===== config.mk =====
export PLATFORM = sky130hd
export DESIGN_NAME = alu_sequencer
export DESIGN_NICKNAME = d
export VERILOG_FILES = /design/src/rtl/alu_seq_pkg.sv /design/src/rtl/alu_sequencer.sv
export SDC_FILE = /design/constraint.sdc
export NUM_CORES = 1
export LEC_CHECK = 0
export ABC_AREA = 1
export BUFFER_PORTS_ARGS = -buffer_cell sky130_fd_sc_hd__buf_4
export CAP_MARGIN = 20
export CORE_MARGIN = 2
export CORE_UTILIZATION = 41
export CTS_BUF_LIST = sky130_fd_sc_hd__clkbuf_4
export DETAILED_ROUTE_END_ITERATION = 16
export PLACE_DENSITY_LB_ADDON = 0.05
export SYNTH_ARGS = -nofsm -noshare
export SYNTH_HDL_FRONTEND = slang
export SYNTH_SLANG_ARGS = --single-unit

===== constraint.sdc =====
create_clock -name clk -period 1.7 [get_ports clk]
set_input_delay 0.085 -clock clk [delete_from_list [all_inputs] [get_ports clk]]
set_output_delay 0.085 -clock clk [all_outputs]
set_load 0.02 [all_outputs]

===== src/rtl/alu_seq_pkg.sv =====
// Shared types and constants for the ALU sequencer: request op codes, ALU control
// encodings and the sequencer FSM states.
package alu_seq_pkg;

  typedef enum logic [2:0] {
    OP_AND = 3'b000,
    OP_OR  = 3'b001,
    OP_ADD = 3'b010,
    OP_SUB = 3'b011,
    OP_MUL = 3'b100
  } op_t;

  localparam logic [1:0] ALU_AND = 2'b00;
  localparam logic [1:0] ALU_OR  = 2'b01;
  localparam logic [1:0] ALU_ADD = 2'b10;
  localparam logic [1:0] ALU_SUB = 2'b11;

  typedef enum logic [1:0] {
    ST_IDLE = 2'd0,
    ST_EXEC = 2'd1,
    ST_MUL  = 2'd2,
    ST_RESP = 2'd3
  } state_t;

endpackage


===== src/rtl/alu_sequencer.sv =====
// Initiator for an external combinational 8-bit ALU: runs single-cycle ops directly and
// builds MUL (low byte) as a fixed-length shift-add loop on the ALU's ADD.
module alu_sequencer
  import alu_seq_pkg::*;
#(
  parameter int unsigned WIDTH     = 8,
  parameter int unsigned MUL_STEPS = WIDTH
) (
  input  logic             clk,
  input  logic             reset,
  input  logic             req_valid_i,
  output logic             req_ready_o,
  input  logic [2:0]       req_op_i,
  input  logic [WIDTH-1:0] req_a_i,
  input  logic [WIDTH-1:0] req_b_i,
  output logic [WIDTH-1:0] alu_srca_o,
  output logic [WIDTH-1:0] alu_srcb_o,
  output logic [1:0]       alu_control_o,
  input  logic [WIDTH-1:0] alu_result_i,
  input  logic             alu_zero_i,
  output logic             rsp_valid_o,
  input  logic             rsp_ready_i,
  output logic [WIDTH-1:0] rsp_result_o,
  output logic             rsp_zero_o,
  output logic             rsp_err_o
);

  localparam int unsigned CntW = (MUL_STEPS > 1) ? $clog2(MUL_STEPS) : 1;
  localparam logic [CntW-1:0] CntLast = CntW'(MUL_STEPS - 1);

  state_t           state_q, state_d;
  logic [WIDTH-1:0] a_q, a_d;
  logic [WIDTH-1:0] b_q, b_d;
  logic [1:0]       ctrl_q, ctrl_d;
  logic [WIDTH-1:0] acc_q, acc_d;
  logic [WIDTH-1:0] mcand_q, mcand_d;
  logic [WIDTH-1:0] mplr_q, mplr_d;
  logic [CntW-1:0]  cnt_q, cnt_d;
  logic [WIDTH-1:0] rsp_result_q, rsp_result_d;
  logic             rsp_zero_q, rsp_zero_d;
  logic             rsp_err_q, rsp_err_d;

  always_comb begin
    state_d      = state_q;
    a_d          = a_q;
    b_d          = b_q;
    ctrl_d       = ctrl_q;
    acc_d        = acc_q;
    mcand_d      = mcand_q;
    mplr_d       = mplr_q;
    cnt_d        = cnt_q;
    rsp_result_d = rsp_result_q;
    rsp_zero_d   = rsp_zero_q;
    rsp_err_d    = rsp_err_q;

    case (state_q)
      ST_IDLE: begin
        if (req_valid_i) begin
          a_d    = req_a_i;
          b_d    = req_b_i;
          ctrl_d = req_op_i[1:0];
          case (req_op_i)
            OP_AND, OP_OR, OP_ADD, OP_SUB: state_d = ST_EXEC;
            OP_MUL: begin
              acc_d   = '0;
              mcand_d = req_a_i;
              mplr_d  = req_b_i;
              cnt_d   = '0;
              state_d = ST_MUL;
            end
            default: begin
              // Illegal op never touches the ALU; respond straight away.
              rsp_result_d = '0;
              rsp_zero_d   = 1'b1;
              rsp_err_d    = 1'b1;
              state_d      = ST_RESP;
            end
          endcase
        end
      end
      ST_EXEC: begin
        rsp_result_d = alu_result_i;
        rsp_zero_d   = alu_zero_i;
        rsp_err_d    = 1'b0;
        state_d      = ST_RESP;
      end
      ST_MUL: begin
        acc_d   = alu_result_i;
        mcand_d = mcand_q << 1;
        mplr_d  = mplr_q >> 1;
        cnt_d   = cnt_q + CntW'(1);
        if (cnt_q == CntLast) begin
          rsp_result_d = alu_result_i;
          rsp_zero_d   = alu_zero_i;
          rsp_err_d    = 1'b0;
          state_d      = ST_RESP;
        end
      end
      ST_RESP: begin
        if (rsp_ready_i) state_d = ST_IDLE;
      end
      default: state_d = ST_IDLE;
    endcase
  end

  always_ff @(posedge clk or posedge reset) begin
    if (reset) begin
      state_q      <= ST_IDLE;
      a_q          <= '0;
      b_q          <= '0;
      ctrl_q       <= ALU_AND;
      acc_q        <= '0;
      mcand_q      <= '0;
      mplr_q       <= '0;
      cnt_q        <= '0;
      rsp_result_q <= '0;
      rsp_zero_q   <= 1'b0;
      rsp_err_q    <= 1'b0;
    end else begin
      state_q      <= state_d;
      a_q          <= a_d;
      b_q          <= b_d;
      ctrl_q       <= ctrl_d;
      acc_q        <= acc_d;
      mcand_q      <= mcand_d;
      mplr_q       <= mplr_d;
      cnt_q        <= cnt_d;
      rsp_result_q <= rsp_result_d;
      rsp_zero_q   <= rsp_zero_d;
      rsp_err_q    <= rsp_err_d;
    end
  end

  // ALU inputs are forced to zero outside the computing states.
  always_comb begin
    alu_srca_o    = '0;
    alu_srcb_o    = '0;
    alu_control_o = ALU_AND;
    case (state_q)
      ST_EXEC: begin
        alu_srca_o    = a_q;
        alu_srcb_o    = b_q;
        alu_control_o = ctrl_q;
      end
      ST_MUL: begin
        alu_srca_o    = acc_q;
        alu_srcb_o    = mplr_q[0] ? mcand_q : '0;
        alu_control_o = ALU_ADD;
      end
      default: ;
    endcase
  end

  assign req_ready_o  = (state_q == ST_IDLE);
  assign rsp_valid_o  = (state_q == ST_RESP);
  assign rsp_result_o = rsp_result_q;
  assign rsp_zero_o   = rsp_zero_q;
  assign rsp_err_o    = rsp_err_q;

endmodule


# == Word-level counts from Yosys, hierarchy flattened ==
# Index checks and enable logic that the tools add are counted.
# op_classes
n_eq_ne,13
n_mux,31
add_sub_neg,1
n_reduce_logical,10
# op_table
operator,n
two-way mux 8 bit,10
one-hot mux 8 bit (2 select lines),5
one-hot mux 8 bit (3 select lines),1
one-hot mux 2 bit (2 select lines),2
one-hot mux 2 bit (4 select lines),1
equality test 3 x 2 -> 1 bit (second input constant),2
equality test 3 bit (second input constant),2
two-way mux 2 bit,3
two-way mux 3 bit,2
!= test 2 bit (second input constant),3
one-hot mux 1 bit (3 select lines),2
one-hot mux 3 bit (2 select lines),1
AND reduction 3 bit,2
OR reduction 5 bit,1
equality test 2 bit (second input constant),2
two-way mux 1 bit,4
!= test 2 x 1 -> 1 bit (second input constant),2
AND reduction 4 bit,1
OR reduction 4 bit,1
adder 3 x 1 -> 3 bit (second input constant),1
equality test 3 x 1 -> 1 bit (second input constant),1
zero test 3 bit,1
nonzero test 3 bit,1
equality test 2 x 1 -> 1 bit (second input constant),1
3 further kinds,3
# word_totals
output_inout_bits,30
input_bits,32
reg_bits,57

# == Depth between registers and ports, before layout ==
# Gate-level depths: netlist of the first run.
# logic_depth
word_depth,5
depth_mapped,9
ltp_nobuf,9

# == Worst setup path before layout of the first run ==
# OpenSTA, ideal clock, no wires.
# synth_path
kind,reg-to-output
startpoint,reg state_q[0]
endpoint,out alu_control_o[1]
stages_incl_launch_ff,8
path_buffers,3
setup_slack_ns,0.017
arrival_ns,1.598
cell_sequence,dfrtp_1 -> inv_1 -> ha_1 -> buf_2 -> inv_1 -> buf_2 -> buf_2 -> a21oi_1
# synth_between
elab_chain_cells,2
# synth_lines
element,line_no,rtl
start: declaration,alu_sequencer.sv:31,"state_t state_q, state_d;"
start signal: assignment,alu_sequencer.sv:120,state_q <= state_d;
equality test 2 bit / equality test 2 x 1 -> 1 bit (equally long branches),alu_sequencer.sv:139,case (state_q)
one-hot mux 2 bit (2 select lines) (*),alu_sequencer.sv:139,
end: declaration,alu_sequencer.sv:18,"output logic [1:0] alu_control_o,"
# Every way passes the cells marked *; elsewhere a longest branch is shown, timed or not.

# == Worst setup path after layout of the first run ==
# layout_path
startpoint,reg state_q[0]
endpoint,reg mcand_q[5]
# layout_between
elab_chain_cells,3
# layout_lines
element,line_no,rtl
zero test 2 bit / equality test 2 bit (equally long branches),alu_sequencer.sv:56,case (state_q)
"!= test 2 x 1 -> 1 bit (no source line), or another cell as far along",-,
AND reduction 3 bit (no source line),-,
end signal: assignment,alu_sequencer.sv:125,mcand_q <= mcand_d;
end: declaration,alu_sequencer.sv:36,"logic [WIDTH-1:0] mcand_q, mcand_d;"
# Several ways; a longest one is shown, not always the timed one.
# A chain may end at the register's enable or synchronous reset.

==> results.sh, run 1 <==
export IMPL_status="complete, but fails checks"
export IMPL_violations="negative setup slack"
export IMPL_final_area_sq_um=4838
export IMPL_chipHeight_um=89.44
export IMPL_hpwl_um=5259
export IMPL_syn_area_per_cell_sq_um=7.482
export IMPL_cts_sinks=57
export IMPL_arrival_ps=2100
export IMPL_power_total_uw=9129
export IMPL_crit_required_ps=1980
export IMPL_synthTopCellsByCount="158 x nand2_1, 57 x dfrtp_1, 48 x nand3_1, 42 x inv_1, 30 x o21ai_0"
export IMPL_irDropWorstVdd_mv=1.098
export IMPL_root_buffer="clkbuf_4"
export IMPL_cts_tree="done"
export IMPL_wl_per_cell_um=16.17
export IMPL_fmax_ghz=0.5522
export IMPL_use_met1_pct=30.75
export IMPL_min_period_ps=1811
export IMPL_htree_levels=3
export IMPL_dieWidth_um=89.44
export IMPL_hold_class="in2reg"
export IMPL_use_met3_pct=3.786
export IMPL_gr_usage_met2_pct=35.29
export IMPL_vias_per_cell=5.021
export IMPL_power_density_nw_per_um2=1887
export IMPL_synth_most_common_cell="nand2_1"
export IMPL_r2r_end="mcand_q[5]"
export IMPL_grt_max_degree=58
export IMPL_end_kind="register"
export IMPL_setup_viol=42
export IMPL_io_buffer_count=61
export IMPL_grt_pass1_wl_um=13390
export IMPL_tightest_slew_ps=508.6
export IMPL_grt_usage_pct=22.31
export IMPL_grt_busiest_layer="met2"
export IMPL_timing_final_ws_setup_ps=-110.9
export IMPL_ant_nets=0
export IMPL_path_common_cell="buf_4"
export IMPL_grt_setup_unrepaired="yes"
export IMPL_dr_first_iter_drc_count=203
export IMPL_nets=557
export IMPL_drcViolationCount=0
export IMPL_dieArea_sq_um=8000
export IMPL_critPathCapture="mcand_q[5]"
export IMPL_crit_path_max_incr_delay_ps=400
export IMPL_synth_edf_count=0
export IMPL_skew_ps=12.38
export IMPL_ys_seq_area_share_pct=47.66
export IMPL_crit_path_top_delay_cell="dfrtp_1"
export IMPL_ys_top_cells_by_area="dfrtp_1 48%, nand2_1 20%, nand3_1 8.0%"
export IMPL_hold_viol=0
export IMPL_crit_path_max_fanout=7
export IMPL_core_sq_um=7176
export IMPL_ys_ff_latch=57
export IMPL_synth_flop_cell="dfrtp_1"
export IMPL_grt_overflow_total=0
export IMPL_crit_cells=9
export IMPL_p_leak_uw=0.002512
export IMPL_crit_family="buffers and inverters"
export IMPL_grt_pass1_vias=2711
export IMPL_syn_nets=439
export IMPL_gp_congestion=0.7677
export IMPL_slew_violations=0
export IMPL_clock_latency_ps=390
export IMPL_critPathBufInv=5
export IMPL_cp_start_kind="register"
export IMPL_holdWs_ps=20.52
export IMPL_fin_util_pct=67.43
export IMPL_layout_drive_gt1_share_pct=35.18
export IMPL_ys_warnings_count=0
export IMPL_synth_cell_type_count=19
export IMPL_synth_area_leader_cell="dfrtp_1"
export IMPL_wirelength_um=10070
export IMPL_netlist_area_sq_um=2993
export IMPL_async_reset_ff_share_pct=100.0
export IMPL_io_pins=62
export IMPL_critPathLaunch="state_q[0]"
export IMPL_via_count=3128
export IMPL_period_share_pct=106.5
export IMPL_synth_cells=400
export IMPL_rr_startpoint="state_q[0]"
export IMPL_start_util_pct=41.71
export IMPL_cts_buffers_inserted=9
export IMPL_pre_cts_ws_ps=34.01
export IMPL_dr_pass1_iters=4
export IMPL_place_area_sq_um=3626
export IMPL_netlist_area_leader_share_pct=47.66
export IMPL_clockBufferDepth=2
export IMPL_slew_headroom_pct=66.10
export IMPL_cap_violations=0
export IMPL_fill_cells=606
export IMPL_reg2reg_depth=9
export IMPL_crit_type="reg2reg"
export IMPL_syn_to_final_growth_pct=61.66
export IMPL_r2r_slack_ps=-110
export IMPL_clkSlewWorstSetupHoldPaths_ps=100
export IMPL_rows=31
export IMPL_antenna_found_initial=0
export IMPL_crit_chain="inv_2 > buf_4 > buf_4 > ha_4 > buf_6 > nand4_4 > clkbuf_16 > nand3_1 > nand2_1"
logic make-up after synthesis:
| kind of cell | share of synthesized area [%] |
|---|---|
| buf+inv | 9.783 |
| mux | 1.129 |
| compound gates | 8.194 |
| fa+ha+maj | 2.926 |
| flops | 47.66 |
| simple gates | 30.31 |
repair_timing:
| action | 4_1_cts | 5_1_grt |
|---|---|---|
| endpoints found under the hold margin | 79 | 1 |
| hold buffers | 21 | 1 |
| setup endpoints to repair | 18 | 57 |
| gates cloned | 3 | 11 |
| gates resized for setup | 46 | 66 |
| pin swaps | 4 | 20 |
| buffers inserted | 8 | 10 |
cell type report:
cell class	instances	area [sq um]	share of cell area, %
repair buffers	127	1354	27.98
multi-input cells	280	1658	34.26
diodes	1	2.502	0.05172
flip-flops and latches	57	1426	29.48
inverters	43	168.9	3.491
clock inverters	5	22.52	0.4655
clock buffers	11	82.58	1.707
well taps	99	123.9	2.560
worst register-to-register path: cells and delay by family, from the launching register on:
family | cells | cell delay (ps)
fa+ha+maj | 1 | 170
buf+inv | 5 | 760
flops | 1 | 400
simple gates | 3 | 390
worst min path at each step:
stage	endpoint	start	cells past startpoint	slack (ps)
after floorplan	mcand_q[0]	req_a_i[0]	2	230
after global placement	a_q[2]	reset	3	180
after detailed placement	a_q[2]	reset	3	180
after CTS	a_q[5]	req_a_i[5]	3	2
after global routing	acc_q[4]	alu_result_i[4]	5	20
final	acc_q[4]	alu_result_i[4]	5	20
where the power goes:
group / switching [uW] / internal (uW) / total, uW
clock: 505 / 318 / 823
combinational: 3140 / 2730 / 5860
sequential: 469 / 1970 / 2440
total: 4110 / 5020 / 9130
sequential cells by signal, summed over array words and instances (netlist names), 2 cells and up:
name          count
a_q               8
acc_q             8
b_q               8
mcand_q           8
mplr_q            8
rsp_result_o      8
cnt_q             3
ctrl_q            2
state_q           2
metal layers:
| metal | wire [um] | up-vias |
|---|---|---|
| li1 | - | 1508 |
| met1 | 4417 | 1497 |
| met2 | 4921 | 100 |
| met3 | 436 | 23 |
| met4 | 296 | 0 |
| met5 | 0 | - |
layout by cell type, fill, tap and decap left out, types with 8 or more instances in the layout:
cell type      synthesis  layout
nand3_1               48      39
o21ai_0               30      29
buf_6                  3      16
clkbuf_4               0      11
inv_1                 42      38
nand2_1              158     141
dfrtp_1               57      57
nand2_2                0      13
dlygate4sd3_1          0      22
buf_12                 0       8
a21oi_2                0      10
buf_4                  1      70
metrics by stage:
stage	std cells	TNS [ps]
finish	623	-2327
global route	622	-4616
CTS	600	-722.4
detailed placement	552	0
global placement	552	0
floorplan	400	0
(Power assumes the default switching activity.)
==> inputs of run 2 (changes only) <==
==> constraint.sdc (replaced) <==
create_clock -name clk -period 2.11 [get_ports clk]
set_input_delay 0.1055 -clock clk [delete_from_list [all_inputs] [get_ports clk]]
set_output_delay 0.1055 -clock clk [all_outputs]
set_load 0.02 [all_outputs]
==> run 2 against run 1 <==
Against the previous run:
- the flow now finishes without violations
- sequential share of layout area is 7.1 points higher
- wire length is 21% lower
- clock skew hardly changed
- first-iteration DRC count is 46% lower
- setup slack better by 240 ps
- cell count is 6.6% lower
==> results.sh, run 2 (synthesis gave the netlist of run 1 again) <==
export IMPL_status="completed"
export IMPL_power_density_nw_per_um2=1403
export IMPL_crit_path_max_fanout=17
export IMPL_via_count=2787
export IMPL_seqPwrFrac_pct=34.8
export IMPL_dieWidth_um=89.44
export IMPL_root_buffer="clkbuf_4"
export IMPL_layout_commonest_cell="nand2_1"
export IMPL_crit_path_top_delay_cell="dfrtp_1"
export IMPL_tightest_slew_ps=656.1
export IMPL_crit_required_ps=2000
export IMPL_place_area_sq_um=3563
export IMPL_p_leak_uw=0.002140
export IMPL_clockBufferDepth=2
export IMPL_grt_overflow_total=0
export IMPL_rows=31
export IMPL_wl_per_cell_um=13.66
export IMPL_skew_ps=12.07
export IMPL_nets=518
export IMPL_critPathBufInv=3
export IMPL_min_period_ps=1980
export IMPL_cp_start_kind="register"
export IMPL_ant_nets=0
export IMPL_slew_headroom_pct=56.20
export IMPL_cts_setup_buffers=0
export IMPL_slew_violations=0
export IMPL_syn_to_final_growth_pct=30.39
export IMPL_switching_share_pct=45.50
export IMPL_gp_congestion=0.8145
export IMPL_cts_buffers_inserted=9
export IMPL_start_util_pct=41.71
export IMPL_irDropWorstVdd_mv=0.6022
export IMPL_r2r_slack_ps=270
export IMPL_hold_viol=0
export IMPL_grt_max_degree=41
export IMPL_vias_per_cell=4.789
export IMPL_fin_setup_tns_ps=0
export IMPL_fmax_ghz=0.5052
export IMPL_p_int_uw=2983
export IMPL_arrival_ps=1870
export IMPL_path_common_cell="buf_4"
export IMPL_dr_pass1_iters=4
export IMPL_grt_usage_pct=21.18
export IMPL_crit_family="buffers and inverters"
export IMPL_cts_tree="done"
export IMPL_htree_levels=3
export IMPL_clkPwrFrac_pct=11.8
export IMPL_rr_startpoint="state_q[0]"
export IMPL_chipHeight_um=89.44
export IMPL_critPathLaunch="state_q[1]"
export IMPL_final_area_sq_um=3902
export IMPL_antenna_found_initial=0
export IMPL_setup_viol=0
export IMPL_layout_drive_gt1_share_pct=20.29
export IMPL_wirelength_um=7949
export IMPL_crit_path_max_incr_delay_ps=440
export IMPL_io_pins=62
export IMPL_power_switching_uw=2491
export IMPL_crit_chain="inv_1 > ha_1 > buf_4 > nand2_1 > a21oi_1 > buf_4"
export IMPL_p_comb_share_pct=53.5
export IMPL_cap_violations=0
export IMPL_end_kind="primary output"
export IMPL_hold_start="alu_result_i[3]"
export IMPL_clock_latency_ps=390
export IMPL_period_share_pct=93.82
export IMPL_grt_setup_unrepaired="no"
export IMPL_grt_pass1_wl_um=12710
export IMPL_io_buffer_count=61
export IMPL_layout_common_cells="158 x nand2_1, 69 x buf_4, 57 x dfrtp_1"
export IMPL_cts_sinks=57
export IMPL_core_sq_um=7176
export IMPL_crit_type="reg2out"
export IMPL_diodes=0
export IMPL_fin_util_pct=54.39
export IMPL_grt_pass1_vias=2681
export IMPL_hpwl_um=5381
export IMPL_dr_first_iter_drc_count=110
export IMPL_drcViolationCount=0
export IMPL_dieArea_sq_um=8000
export IMPL_clkSlewWorstSetupHoldPaths_ps=100
export IMPL_hold_class="in2reg"
## run 2: changes by cell type in the layout (fill, tap and decap cells not counted), sizes merged
| cell | previous run | this run |
|---|---|---|
| diode | 1 | 0 |
| dlygate4sd3 | 22 | 19 |
| clkbuf | 17 | 11 |
| buf | 98 | 72 |
| nand4 | 2 | 1 |
| bufbuf | 1 | 0 |
| nand2 | 162 | 159 |
## run 2: power by group through the flow
| stage | registers (uW) | clock network, uW | logic, uW |
|---|---|---|---|
| 2_1_floorplan | 1910 | 0 | 1880 |
| 3_3_place_gp | 1900 | 0 | 2760 |
| 3_5_place_dp | 1920 | 0 | 2810 |
| 4_1_cts | 1900 | 664 | 2840 |
| 5_1_grt | 1970 | 705 | 3320 |
| 6_report | 1900 | 644 | 2930 |
## run 2: worst paths after layout
check | cells after the start | endpoint
setup / recovery | 6 | alu_srcb_o[1]
hold / removal | 5 | acc_q[3]
setup reg to reg | 6 | rsp_result_o[1]
hold reg to reg | 2 | rsp_result_o[3]
max in group asynchronous | 4 | mcand_q[0]
min in group asynchronous | 3 | a_q[5]
## run 2: tightest hold or removal path, stage by stage
cell     delay (ps)
buf_4            90
nand2_1          50
inv_1            50
nand2_1          50
nand2_1          40
## run 2: cell type report
class | instances | area, sq um
Clock buffer | 10 | 75.07
Clock inverter | 5 | 23.77
Fill cell | 718 | 3273
Inverter | 43 | 161.4
Multi-Input combinational cell | 276 | 1299
Sequential cell | 57 | 1426
Tap cell | 99 | 123.9
Timing Repair Buffer | 92 | 793.3
## run 2: per-stage QoR
step / setup WS (ps) / hold WS (ps) / std cells / power [uW]
after floorplan: 406.8 / 250.8 / 400 / 3790
after global placement: 406.5 / 237.5 / 547 / 4663
after detailed placement: 379.7 / 257.7 / 547 / 4724
after CTS: 37.83 / 5.409 / 581 / 5406
after global routing: 16.27 / 22.90 / 582 / 5990
final: 130.4 / 26.35 / 582 / 5474
## run 2: repair_timing
item | 4_1_cts | 5_1_grt
setup endpoints to repair | 0 | 18
resized for setup | 0 | 4
hold endpoints to repair | 47 | 0
hold buffers | 19 | 0
## run 2: layer usage
metal  share of wire [%]  track usage (%)
met5                   0                0
met4                 1.3            9.091
met3                 5.0            2.862
met2                  47            33.74
met1                  46            28.92
==> inputs of run 3 (changes only) <==
--- a/config.mk
+++ b/config.mk
@@ -8,7 +8,8 @@
 export ABC_AREA = 1
 export BUFFER_PORTS_ARGS = -buffer_cell sky130_fd_sc_hd__buf_4
 export CAP_MARGIN = 20
-export CORE_MARGIN = 2
+export CORE_ASPECT_RATIO = 2
+export CORE_MARGIN = 10
 export CORE_UTILIZATION = 41
 export CTS_BUF_LIST = sky130_fd_sc_hd__clkbuf_4
 export DETAILED_ROUTE_END_ITERATION = 16
==> run 3 against run 2 <==
Against the previous run:
- hold slack better by 110 ps
- design area grew 2.0%
- global-route usage fell by 5.8 points
- highest routed layer unchanged
- register-to-register slack improved by 90 ps
- sequential share of layout area is 0.72 points lower
- critical path depth unchanged
- setup slack better by 22 ps
- combinational power about the same
- count of clock-buffer cells in the layout is 2 higher
- via count grew 0.54%
- largest cell class unchanged
==> results.sh, run 3 (synthesis gave the netlist of run 1 again) <==
export IMPL_status="completed"
export IMPL_wl_met1_um=3310
export IMPL_ant_nets=0
export IMPL_grt_setup_unrepaired="no"
export IMPL_power_density_nw_per_um2=1373
export IMPL_cts_sinks=57
export IMPL_io_pins=62
export IMPL_start_util_pct=41.50
export IMPL_dieWidth_um=80.42
export IMPL_hold_viol=0
export IMPL_slew_violations=0
export IMPL_setup_viol=0
export IMPL_dieArea_sq_um=11320
export IMPL_root_buffer="clkbuf_4"
export IMPL_tightest_slew_ps=611.3
export IMPL_drcViolationCount=0
export IMPL_grt_usage_pct=15.37
export IMPL_maxUsedRoutingLayer="met4"
export IMPL_clock_latency_ps=420
export IMPL_r2r_slack_ps=360
export IMPL_fmax_ghz=0.5109
export IMPL_dr_first_iter_drc_count=92
export IMPL_holdPathStages=4
export IMPL_arrival_ps=1850
export IMPL_seqPwrFrac_pct=34.7
export IMPL_wl_per_cell_um=14.08
export IMPL_rr_startpoint="state_q[0]"
export IMPL_wl_met2_um=4365
export IMPL_power_switching_uw=2479
export IMPL_critPathCapture="alu_srcb_o[7]"
export IMPL_chipHeight_um=140.8
export IMPL_gp_congestion=0.7808
export IMPL_antenna_found_initial=0
export IMPL_switching_share_pct=45.35
export IMPL_holdWs_ps=137.2
export IMPL_wirelength_um=8251
export IMPL_cts_tree="done"
export IMPL_route_met3_wl_um=457
export IMPL_grt_pass1_wl_um=13770
export IMPL_via_count=2802
export IMPL_grt_overflow_total=0
export IMPL_nets=530
export IMPL_crit_path_max_fanout=38
export IMPL_layout_drive_gt1_share_pct=20.04
export IMPL_layout_commonest_cell="nand2_1"
export IMPL_syn_to_final_growth_pct=33.03
export IMPL_layout_common_cells="158 x nand2_1, 72 x buf_4, 57 x dfrtp_1"
export IMPL_skew_ps=15.80
export IMPL_period_share_pct=92.77
export IMPL_p_leak_uw=0.002176
export IMPL_clkPwrFrac_pct=12.1
export IMPL_cp_start_kind="register"
export IMPL_crit_required_ps=2000
export IMPL_htree_levels=3
export IMPL_cts_buffers_inserted=9
export IMPL_place_area_sq_um=3530
export IMPL_clkSlewWorstSetupHoldPaths_ps=100
export IMPL_io_buffer_count=61
export IMPL_irDropWorstVdd_mv=0.6880
export IMPL_min_period_ps=1957
export IMPL_crit_type="reg2out"
export IMPL_slew_headroom_pct=59.19
export IMPL_hold_class="in2reg"
export IMPL_grt_max_degree=39
export IMPL_reg2reg_depth=9
export IMPL_diodes=0
export IMPL_hpwl_um=5828
export IMPL_grt_pass1_vias=2842
export IMPL_fin_setup_tns_ps=0
export IMPL_core_sq_um=7212
export IMPL_p_int_uw=2987
export IMPL_r2r_end="rsp_result_o[2]"
export IMPL_dr_pass1_iters=4
export IMPL_end_kind="primary output"
export IMPL_rows=44
export IMPL_p_comb_share_pct=53.2
export IMPL_final_area_sq_um=3981
export IMPL_power_total_uw=5466
export IMPL_vias_per_cell=4.782
export IMPL_cap_violations=0
export IMPL_clockBufferDepth=2
export IMPL_critPathLaunch="state_q[0]"
## run 3: power by group through the flow
stage / Combinational [uW] / Clock [uW] / Sequential (uW)
after floorplan: 1880 / 0 / 1910
after global placement: 2750 / 0 / 1900
after detailed placement: 2770 / 0 / 1920
after CTS: 2900 / 687 / 1900
after global routing: 3280 / 735 / 1970
final: 2910 / 661 / 1890
## run 3: how the worst min path moves through the flow
| stage | slack (ps) | to | startpoint |
|---|---|---|---|
| finish | 140 | mcand_q[0] | req_valid_i |
| global route | 140 | mcand_q[7] | req_valid_i |
| CTS | 110 | mplr_q[7] | req_valid_i |
| detailed placement | 230 | rsp_err_o | reset |
| global placement | 230 | rsp_err_o | reset |
| floorplan | 250 | mcand_q[0] | req_a_i[0] |
## run 3: per-stage QoR
step                      setup WS (ps)  util (%)  std cells
final                             152.5     55.20        586
after global routing              9.573     55.20        586
after CTS                        -4.222     54.70        583
after detailed placement          324.4     48.94        540
after global placement            349.9     48.94        540
after floorplan                   406.8         -        400
## run 3: worst max-delay path: stages (launching register included)
cell     delay [ps]
dfrtp_1         440
inv_2           140
ha_4            200
buf_12          190
nand3_1          90
a21oi_1         180
buf_4           170
## run 3: what timing repair did
action,4_1_cts,5_1_grt
hold endpoints to repair,63,0
endpoints found under the setup margin,16,16
buffers inserted,0,3
hold buffers,29,0
gates cloned,0,0
pin swaps,0,1
gates resized for setup,6,3
## run 3: final cells by class
cell class	count	area (sq um)
Fill cell	733	3231
Sequential cell	57	1426
Multi-Input combinational cell	276	1299
Timing Repair Buffer	104	882.1
Inverter	43	161.4
Tap cell	92	115.1
Clock buffer	12	90.09
Clock inverter	2	7.507
## run 3: per-layer routing
| layer | vias to the layer above | GRT usage [%] |
|---|---|---|
| li1 | 1432 | - |
| met1 | 1306 | 16.69 |
| met2 | 56 | 26.31 |
| met3 | 8 | 5.096 |
| met4 | 0 | 5.970 |
| met5 | - | 0 |
